===== src/rtl/uc_pkg.sv =====
// rtl/uc_pkg.sv - opcode constants, input-select codes and state type for uc_seq
package uc_pkg;

    // Exact-match opcodes
    localparam logic [5:0] OP_NOP  = 6'b000000;
    localparam logic [5:0] OP_JMP  = 6'b010000;
    localparam logic [5:0] OP_JZ   = 6'b010001;
    localparam logic [5:0] OP_JNZ  = 6'b010010;
    localparam logic [5:0] OP_HALT = 6'b011111;

    // Prefix opcodes: low bits carry register/port operands
    localparam logic [3:0] OP_LI   = 4'b0001;   // matched against opcode[5:2]
    localparam logic [3:0] OP_IN   = 4'b0010;   // matched against opcode[5:2]
    localparam logic [3:0] OP_OUT  = 4'b0011;   // matched against opcode[5:2]
    localparam logic [4:0] OP_WAIT = 5'b01010;  // matched against opcode[5:1]

    // WD3 source select
    localparam logic [1:0] SEL_ALU   = 2'b00;
    localparam logic [1:0] SEL_PORT  = 2'b01;
    localparam logic [1:0] SEL_STACK = 2'b10;
    localparam logic [1:0] SEL_IMM   = 2'b11;

    typedef enum logic [1:0] {
        ST_BOOT = 2'd0,
        ST_RUN  = 2'd1,
        ST_WAIT = 2'd2,
        ST_HALT = 2'd3
    } uc_state_t;

endpackage


===== src/rtl/uc_wait_timer.sv =====
// rtl/uc_wait_timer.sv - saturating WAIT cycle counter with clear and expiry compare
module uc_wait_timer #(
    parameter int WAIT_W   = 8,
    parameter int WAIT_MAX = 200
) (
    input  logic clk,
    input  logic reset,
    input  logic clr_i,
    input  logic inc_i,
    output logic expired_o
);

    logic [WAIT_W-1:0] cnt_q;

    // Count WAIT cycles; clear on WAIT entry, hold at all-ones
    always_ff @(posedge clk or negedge reset) begin
        if (!reset) begin
            cnt_q <= '0;
        end else if (clr_i) begin
            cnt_q <= '0;
        end else if (inc_i && (cnt_q != '1)) begin
            cnt_q <= cnt_q + 1'b1;
        end
    end

    assign expired_o = (cnt_q == WAIT_W'(WAIT_MAX - 1));

endmodule


===== src/rtl/uc_seq.sv =====
// rtl/uc_seq.sv - sequencing control unit for cd (optional WAIT timeout: UC_WAIT_TIMEOUT_EN)
module uc_seq
    import uc_pkg::*;
#(
    parameter int WAIT_W   = 8,
    parameter int WAIT_MAX = 200
) (
    input  logic       clk,
    input  logic       reset,
    input  logic [5:0] opcode,
    input  logic       z,
    input  logic [1:0] in_valid,
    input  logic       resume,
    output logic       s_inc,
    output logic       pc_en,
    output logic       we3,
    output logic       wez,
    output logic       s_we_port,
    output logic [2:0] op_alu,
    output logic [1:0] sel_inputs,
    output logic [1:0] in_ack,
    output logic       halted,
    output logic       illegal,
    output logic       timeout
);

    uc_state_t state_q, state_d;
    logic      illegal_q;
    logic      illegal_set;
    logic      wait_clr;
    logic      wait_port;

    // The stalled PC keeps the WAIT opcode on the bus, so the port is always opcode[0]
    assign wait_port = opcode[0];

`ifdef UC_WAIT_TIMEOUT_EN
    logic timeout_q;
    logic timeout_set;
    logic wait_expired;

    uc_wait_timer #(
        .WAIT_W   (WAIT_W),
        .WAIT_MAX (WAIT_MAX)
    ) u_wait_timer (
        .clk       (clk),
        .reset     (reset),
        .clr_i     (wait_clr),
        .inc_i     (state_q == ST_WAIT),
        .expired_o (wait_expired)
    );

    assign timeout = timeout_q;
`else
    // Timer parameters only matter when the timeout is built in
    logic unused_cfg;
    assign unused_cfg = (WAIT_W > 0) && (WAIT_MAX > 0);
    assign timeout    = 1'b0;
`endif

    assign illegal = illegal_q;

    // Decode opcode and state into datapath controls and the next state
    always_comb begin
        s_inc       = 1'b1;
        pc_en       = 1'b0;
        we3         = 1'b0;
        wez         = 1'b0;
        s_we_port   = 1'b0;
        op_alu      = 3'b000;
        sel_inputs  = SEL_ALU;
        in_ack      = 2'b00;
        halted      = 1'b0;
        state_d     = state_q;
        illegal_set = 1'b0;
        wait_clr    = 1'b0;
`ifdef UC_WAIT_TIMEOUT_EN
        timeout_set = 1'b0;
`endif
        case (state_q)
            ST_BOOT: begin
                // Bubble while the first instruction is fetched
                state_d = ST_RUN;
            end
            ST_RUN: begin
                pc_en = 1'b1;
                if (opcode[5]) begin
                    op_alu = opcode[4:2];
                    we3    = 1'b1;
                    wez    = 1'b1;
                end else if (opcode == OP_NOP) begin
                    pc_en = 1'b1;
                end else if (opcode[5:2] == OP_LI) begin
                    we3        = 1'b1;
                    sel_inputs = SEL_IMM;
                end else if (opcode[5:2] == OP_IN) begin
                    we3        = 1'b1;
                    sel_inputs = SEL_PORT;
                end else if (opcode[5:2] == OP_OUT) begin
                    s_we_port = 1'b1;
                end else if (opcode == OP_JMP) begin
                    s_inc = 1'b0;
                end else if (opcode == OP_JZ) begin
                    s_inc = ~z;
                end else if (opcode == OP_JNZ) begin
                    s_inc = z;
                end else if (opcode[5:1] == OP_WAIT) begin
                    if (in_valid[wait_port]) begin
                        in_ack[wait_port] = 1'b1;
                    end else begin
                        pc_en    = 1'b0;
                        wait_clr = 1'b1;
                        state_d  = ST_WAIT;
                    end
                end else if (opcode == OP_HALT) begin
                    pc_en   = 1'b0;
                    state_d = ST_HALT;
                end else begin
                    illegal_set = 1'b1;
                end
            end
            ST_WAIT: begin
                if (in_valid[wait_port]) begin
                    in_ack[wait_port] = 1'b1;
                    pc_en             = 1'b1;
                    state_d           = ST_RUN;
                end
`ifdef UC_WAIT_TIMEOUT_EN
                else if (wait_expired) begin
                    pc_en       = 1'b1;
                    timeout_set = 1'b1;
                    state_d     = ST_RUN;
                end
`endif
            end
            ST_HALT: begin
                halted = 1'b1;
                if (resume) begin
                    pc_en   = 1'b1;
                    state_d = ST_RUN;
                end
            end
            default: begin
                state_d = ST_BOOT;
            end
        endcase
    end

    // State register and sticky error flags
    always_ff @(posedge clk or negedge reset) begin
        if (!reset) begin
            state_q   <= ST_BOOT;
            illegal_q <= 1'b0;
`ifdef UC_WAIT_TIMEOUT_EN
            timeout_q <= 1'b0;
`endif
        end else begin
            state_q <= state_d;
            if (illegal_set) begin
                illegal_q <= 1'b1;
            end
`ifdef UC_WAIT_TIMEOUT_EN
            if (timeout_set) begin
                timeout_q <= 1'b1;
            end
`endif
        end
    end

endmodule

===== config.mk =====
export PLATFORM = sky130hd
export DESIGN_NAME = uc_seq
export DESIGN_NICKNAME = d
export VERILOG_FILES = /design/src/rtl/uc_pkg.sv /design/src/rtl/uc_wait_timer.sv /design/src/rtl/uc_seq.sv
export SDC_FILE = /design/constraint.sdc
export NUM_CORES = 1
export LEC_CHECK = 0
export ABC_AREA = 1
export CORE_AREA = 8 8 45 47
export CTS_CLUSTER_DIAMETER = 80
export DETAILED_ROUTE_END_ITERATION = 7
export DIE_AREA = 0 0 53 55
export GPL_TIMING_DRIVEN = 0
export PLACE_DENSITY = 0.74
export SYNTH_ARGS = -nofsm -noshare
export SYNTH_HDL_FRONTEND = slang
export SYNTH_SLANG_ARGS = --single-unit
export TNS_END_PERCENT = 10

===== constraint.sdc =====
create_clock -name clk -period 3.1 [get_ports clk]
set_clock_uncertainty 0.05 [all_clocks]
set_input_delay 0.31 -clock clk [delete_from_list [all_inputs] [get_ports clk]]
set_output_delay 0.31 -clock clk [all_outputs]
set_load 0.02 [all_outputs]

==> metrics.txt, run 1 <==
total iterations of the first detailed-routing run=4; critical path data arrival time=around 2200 ps; cells resized by post-CTS repair=0; achievable clock frequency=between 0.3 and 0.4 GHz; standard cell core area=1380 um^2; die footprint=2920 um^2; effective utilization at floorplan=32.5%; portion of the clock cycle consumed by the worst path in the final layout=81.7%; flop and latch count out of synthesis=3; synthesized area divided by synthesized cell count=5.55 um^2; clock insertion delay at the later pin of the skew report=between 200 and 250 ps; site row count=14; share of the synthesized area in the top cell type=16.7%; final hold slack=202 ps; status=finished, final reports clean; IO Pins=27; max-slew violation count=0; worst-path maximum fanout=6; largest vdd supply drop=0.000392 V; antenna-violating nets left=0; leakage power figure=0.370 nW; final wirelength=1330 um; die outline width=53 um; Post-synth top cells=17 x sky130_fd_sc_hd__nand2_1, 17 x sky130_fd_sc_hd__nor2_1, 13 x sky130_fd_sc_hd__inv_1; worst path required time=2740 ps; sequential share of the synthesized area=16.7%; average via count per standard cell=4.58; total of max-cap violations=0; DRC marker count from the first detailed-route iteration=11; sum of negative setup slack=0 ps; total power divided by cell area=619 nW/um^2; routability-driven placement congestion ratio=a little over 0.8; Net Count, Synth=97; via count of the routed design=approximately 580; antenna fix cells=0; count of synthesis-stage warnings from yosys=0; ranking of synthesized cells by area=sky130_fd_sc_hd__dfrtp_1 17%, sky130_fd_sc_hd__nand2_1 14%, sky130_fd_sc_hd__nor2_1 14%, sky130_fd_sc_hd__ha_1 11%, sky130_fd_sc_hd__inv_1 11%; final routed wire length divided by cell count=10.6 um; height of the die=55 um; postcts setup bufs=0; vias in the first global route=between 500 and 600; min cycle time layout=2530 ps; synthesized netlist cell count=81; proportion of synthesized flip-flops having asynchronous set or reset=100%; Final setup violation count=0; Hold Path Class=input pin to asynchronous set/reset pin; CTS Buf Count=3; maximum clock path buffer count=2; number of flops mapped to enable cells by yosys=0; Detailed Place HPWL=1130 um; deepest level of the CTS H-tree=1; DRC errors left=0; Nets=127; area leader, netlist=sky130_fd_sc_hd__dfrtp_1; Final Hold Fails=0; first-pass GRT wire length=2260 um; growth of design area from synthesis to finish=66.0%; Num Clock Sinks=3; combined global-route utilization of all metal layers=10.1%; number of antenna violations at the first check in global routing=0; most common flop cell mapped by yosys=sky130_fd_sc_hd__dfrtp_1; type of destination of the critical path=output pin; RSZ-0062 raised after global routing=no; CTS tree=done; aggregate global routing overflow=0; Port Buffers=25; pin count of the biggest net entering global routing=7; type of the worst setup path=flop to output pin; share of the core filled with cells=53.9%; # hold bufs at CTS=0; number of different library cells in the post-synthesis netlist=17; CP startpoint kind=flop; clock slew at the register clock pins of the worst setup and hold paths=about 40 ps; Post-Synthesis Cell Area=449 um^2; cell chosen for the clock root=sky130_fd_sc_hd__clkbuf_4; fraction of final layout cells with drive strength greater than 1=between 10% and 20%
## cell families after synthesis
family          Yosys count  synth area share, %
fa+ha+maj                 4                 11.1
compound gates            6                 7.24
buf+inv                  15                 13.4
simple gates             52                 50.7
other cells               1                0.835
flops                     3                 16.7
## through the flow
step | area [um^2] | setup WS, ps | power (mW) | cells
finish | 746 | 566 | 0.462 | 126
detailed placement | 719 | 604 | 0.394 | 122
CTS | 746 | 556 | 0.467 | 126
floorplan | 449 | 1380 | 0.270 | 81
global route | 746 | 428 | 0.508 | 126
global placement | 719 | 639 | 0.391 | 122
## metal layers
layer	vias to the layer above	track usage [%]	share of wire [%]
met4	0	3.88	1.4
met3	2	3.48	6.2
met5	-	0	0
met2	16	17.0	47
met1	250	11.6	45
li1	309	-	-
## critical path, stage by stage (launching register included)
cell and delay [ps]:
sky130_fd_sc_hd__dfrtp_1 400, sky130_fd_sc_hd__inv_1 90, sky130_fd_sc_hd__ha_1 300, sky130_fd_sc_hd__inv_1 160
sky130_fd_sc_hd__nor2_1 150, sky130_fd_sc_hd__o21ai_0 120, sky130_fd_sc_hd__nor2_1 110, sky130_fd_sc_hd__clkdlybuf4s50_1 610
## cells in the final DEF (no fill, tap or decap)
| master | n |
|---|---|
| sky130_fd_sc_hd__nor3_1 | 2 |
| sky130_fd_sc_hd__a22oi_1 | 1 |
| sky130_fd_sc_hd__nand2_2 | 2 |
| sky130_fd_sc_hd__inv_1 | 13 |
| sky130_fd_sc_hd__buf_4 | 1 |
| sky130_fd_sc_hd__nand2_1 | 17 |
| sky130_fd_sc_hd__clkdlybuf4s50_1 | 25 |
| sky130_fd_sc_hd__ha_1 | 4 |
| sky130_fd_sc_hd__o21ai_0 | 3 |
| sky130_fd_sc_hd__and3_1 | 1 |
| sky130_fd_sc_hd__dfrtp_1 | 3 |
| sky130_fd_sc_hd__a21oi_1 | 2 |
| sky130_fd_sc_hd__nor2_1 | 17 |
| sky130_fd_sc_hd__nand4_1 | 1 |
| sky130_fd_sc_hd__nor2_2 | 4 |
| sky130_fd_sc_hd__clkbuf_4 | 3 |
| sky130_fd_sc_hd__clkbuf_1 | 1 |
| sky130_fd_sc_hd__inv_2 | 1 |
| sky130_fd_sc_hd__nand3_1 | 8 |
| sky130_fd_sc_hd__conb_1 | 1 |
## registers in the layout (all words and copies together), names as in the netlist
name	count
illegal	1
state_q	2
## area by class of cell
class	count	area (um^2)
fill	156	638
multi-input combinational	63	314
timing repair buffer	25	250
sequential	3	75.1
inverter	14	52.6
clock buffer	4	26.3
tap	16	20.0
buffer	1	7.51
## power by group
group	switching, mW	internal [mW]
Sequential	0.0133	0.0530
Combinational	0.188	0.138
Clock	0.0213	0.0483
Total	0.222	0.239
## final timing paths
kind | from | endpoint | slack (ps) | depth (start not counted)
max | state_q[1]$_DFFE_PN0P_ | in_ack[0] | 570 | 7
min | reset | state_q[0]$_DFFE_PN0P_ | 200 | 1
max reg2reg | state_q[0]$_DFFE_PN0P_ | state_q[1]$_DFFE_PN0P_ | 1500 | 9
min reg2reg | illegal$_DFFE_PN0P_ | illegal$_DFFE_PN0P_ | 410 | 2
max in group asynchronous | reset | state_q[1]$_DFFE_PN0P_ | 2650 | 1
min in group clk | illegal$_DFFE_PN0P_ | illegal$_DFFE_PN0P_ | 410 | 2
Power figures use the tool's default switching activity.
==> run 2: changes to the inputs <==
--- a/config.mk
+++ b/config.mk
@@ -6,12 +6,12 @@
 export NUM_CORES = 1
 export LEC_CHECK = 0
 export ABC_AREA = 1
-export CORE_AREA = 8 8 45 47
+export CORE_MARGIN = 8
+export CORE_UTILIZATION = 32
 export CTS_CLUSTER_DIAMETER = 80
 export DETAILED_ROUTE_END_ITERATION = 7
-export DIE_AREA = 0 0 53 55
 export GPL_TIMING_DRIVEN = 0
-export PLACE_DENSITY = 0.74
+export PLACE_DENSITY = 0.73
 export SYNTH_ARGS = -nofsm -noshare
 export SYNTH_HDL_FRONTEND = slang
 export SYNTH_SLANG_ARGS = --single-unit
==> constraint.sdc (replaced) <==
create_clock -name clk -period 2.3 [get_ports clk]
set_clock_uncertainty 0.05 [all_clocks]
set_input_delay 0.23 -clock clk [delete_from_list [all_inputs] [get_ports clk]]
set_output_delay 0.23 -clock clk [all_outputs]
set_load 0.02 [all_outputs]
==> run 2 against run 1 <==
Via count is 0.17% higher. First-iteration DRC count up 27%. Design area up 1.2%. Critical path depth unchanged. Clock-buffer cell count did not move. Non-clock buffer count did not move. Utilization up 4.1 points. Worst hold slack worse by 75 ps. Largest power group unchanged. Highest routed layer unchanged.
==> metrics.txt, run 2 (synthesis gave the netlist of run 1 again) <==
status=finished, final reports clean; antenna-violating nets left=0 (unchanged); final wirelength=1260 um (-5.5%); average via count per standard cell=4.62 (+0.97%); clock insertion delay at the later pin of the skew report=230 ps (about the same); growth of design area from synthesis to finish=68.0%; postcts setup bufs=0 (unchanged); IO Pins=27 (unchanged); clock slew at the register clock pins of the worst setup and hold paths=40 ps (about the same); combined global-route utilization of all metal layers=9.54% (-0.58 points); via count of the routed design=578 (+0.17%); maximum clock path buffer count=2 (unchanged); Hold Path Class=input pin to asynchronous set/reset pin; Worst Setup Slack, final=199 ps (-367 ps); fraction of final layout cells with drive strength greater than 1=11.8% (+1.8 points); largest vdd supply drop=0.000495 V (+26%); type of destination of the critical path=output pin; commonest cells after routing, fill and taps aside=20 x sky130_fd_sc_hd__clkdlybuf4s50_1, 17 x sky130_fd_sc_hd__nand2_1, 16 x sky130_fd_sc_hd__nor2_1; cell chain of the critical path=inv_1 -> ha_2 -> inv_1 -> nor2_1 -> o21ai_0 -> nor2_1 -> dlygate4sd2_1; Final Hold Fails=0 (unchanged); Largest Register=state_q; site row count=13 (-1); Worst path max stage delay=390 ps (-220 ps); worst-path maximum fanout=6 (unchanged); first-pass GRT wire length=2160 um (-4.6%); portion of the clock cycle consumed by the worst path in the final layout=91.3%; standard cell core area=1300 um^2 (-6.0%); DRC marker count from the first detailed-route iteration=14 (+3); cells resized by post-CTS repair=3 (+3); effective utilization at floorplan=34.5% (+2.1 points); RSZ-0062 raised after global routing=no; cell chosen for the clock root=sky130_fd_sc_hd__clkbuf_4; antenna fix cells=0 (unchanged); total of max-cap violations=0 (unchanged); CTS Buf Count=3 (unchanged); number of antenna violations at the first check in global routing=0 (unchanged); worst path required time=2020 ps (-720 ps); Detailed Place HPWL=1110 um (-2.1%); pin count of the biggest net entering global routing=7 (unchanged); critical path data arrival time=1820 ps (-350 ps); achievable clock frequency=~0.48 GHz; CTS tree=done; die footprint=2860 um^2 (-1.9%); final hold slack=127 ps (-74.6 ps); number of flip-flops under the largest register name=2 (unchanged); vias in the first global route=525 (-4.9%); DRC errors left=0 (unchanged); Num Clock Sinks=3 (unchanged); min cycle time layout=2100 ps; final routed wire length divided by cell count=10.1 um (-4.7%); die outline width=53.5 um (+0.88%); height of the die=53.5 um (-2.8%); sum of negative setup slack=0 ps (unchanged); slowest cell on the critical path=sky130_fd_sc_hd__dfrtp_1; max-slew violation count=0 (unchanged); deepest level of the CTS H-tree=1 (unchanged); routability-driven placement congestion ratio=0.810 (-2.7%); commonest non-fill, non-tap cell in the layout=sky130_fd_sc_hd__clkdlybuf4s50_1; leakage power figure=0.422 nW (+14%); DP Worst Slack=-30.2 ps (-635 ps); type of the worst setup path=flop to output pin; CP startpoint kind=flop; Port Buffers=25 (unchanged); total iterations of the first detailed-routing run=4 (unchanged); total power divided by cell area=813 nW/um^2 (+31%); # hold bufs at CTS=0 (unchanged); Final setup violation count=0 (unchanged); aggregate global routing overflow=0 (unchanged); Nets=127 (unchanged)
-- run 2: routing by layer --
| layer | global-route usage (%) | vias to the layer above | routed length [um] |
|---|---|---|---|
| met4 | 5.04 | 0 | 17 |
| met5 | 0 | - | 0 |
| li1 | - | 311 | - |
| met2 | 15.4 | 21 | 555 |
| met3 | 1.40 | 2 | 88 |
| met1 | 11.8 | 244 | 598 |
-- run 2: final cells by class --
cell class	count	area [um^2]
flip-flops and latches	3	75.1
inverters	14	52.6
well taps	15	18.8
plain buffers	1	7.51
fillers	135	547
multi-input cells	63	319
clock buffers	4	26.3
repair buffers	25	255
-- run 2: path summary, 6_finish.rpt --
kind / startpoint / endpoint / slack [ps] / depth (start not counted)
worst max-delay path: state_q[1]$_DFFE_PN0P_ / in_ack[0] / 200 / 7
worst min-delay path: reset / state_q[0]$_DFFE_PN0P_ / 130 / 1
worst max register to register: state_q[1]$_DFFE_PN0P_ / state_q[0]$_DFFE_PN0P_ / 780 / 10
worst min register to register: illegal$_DFFE_PN0P_ / illegal$_DFFE_PN0P_ / 410 / 2
max in group asynchronous: reset / state_q[1]$_DFFE_PN0P_ / 1930 / 1
min in group clk: illegal$_DFFE_PN0P_ / illegal$_DFFE_PN0P_ / 410 / 2
-- run 2: critical path: cells and delay by family, from the launching register on --
family          cells  cell delay (ps)
simple gates        2              260
flops               1              390
compound gates      1              120
fa+ha+maj           1              260
buf+inv             3              560
-- run 2: metrics by stage --
step                power (mW)  cells  utilization [%]  cell area (um^2)
floorplan                0.364     81                -               449
global placement         0.528    121             55.2               718
detailed placement       0.532    121             55.2               718
CTS                      0.632    125             57.2               744
global route             0.676    125             58.0               754
finish                   0.613    125             58.0               754
-- run 2: where the power goes --
group	internal [mW]	switching (mW)	leakage, nW	total (mW)
clock	0.0650	0.0271	0.0150	0.0921
sequential	0.0715	0.0166	0.0323	0.0880
combinational	0.183	0.250	0.374	0.433
total	0.320	0.294	0.422	0.613
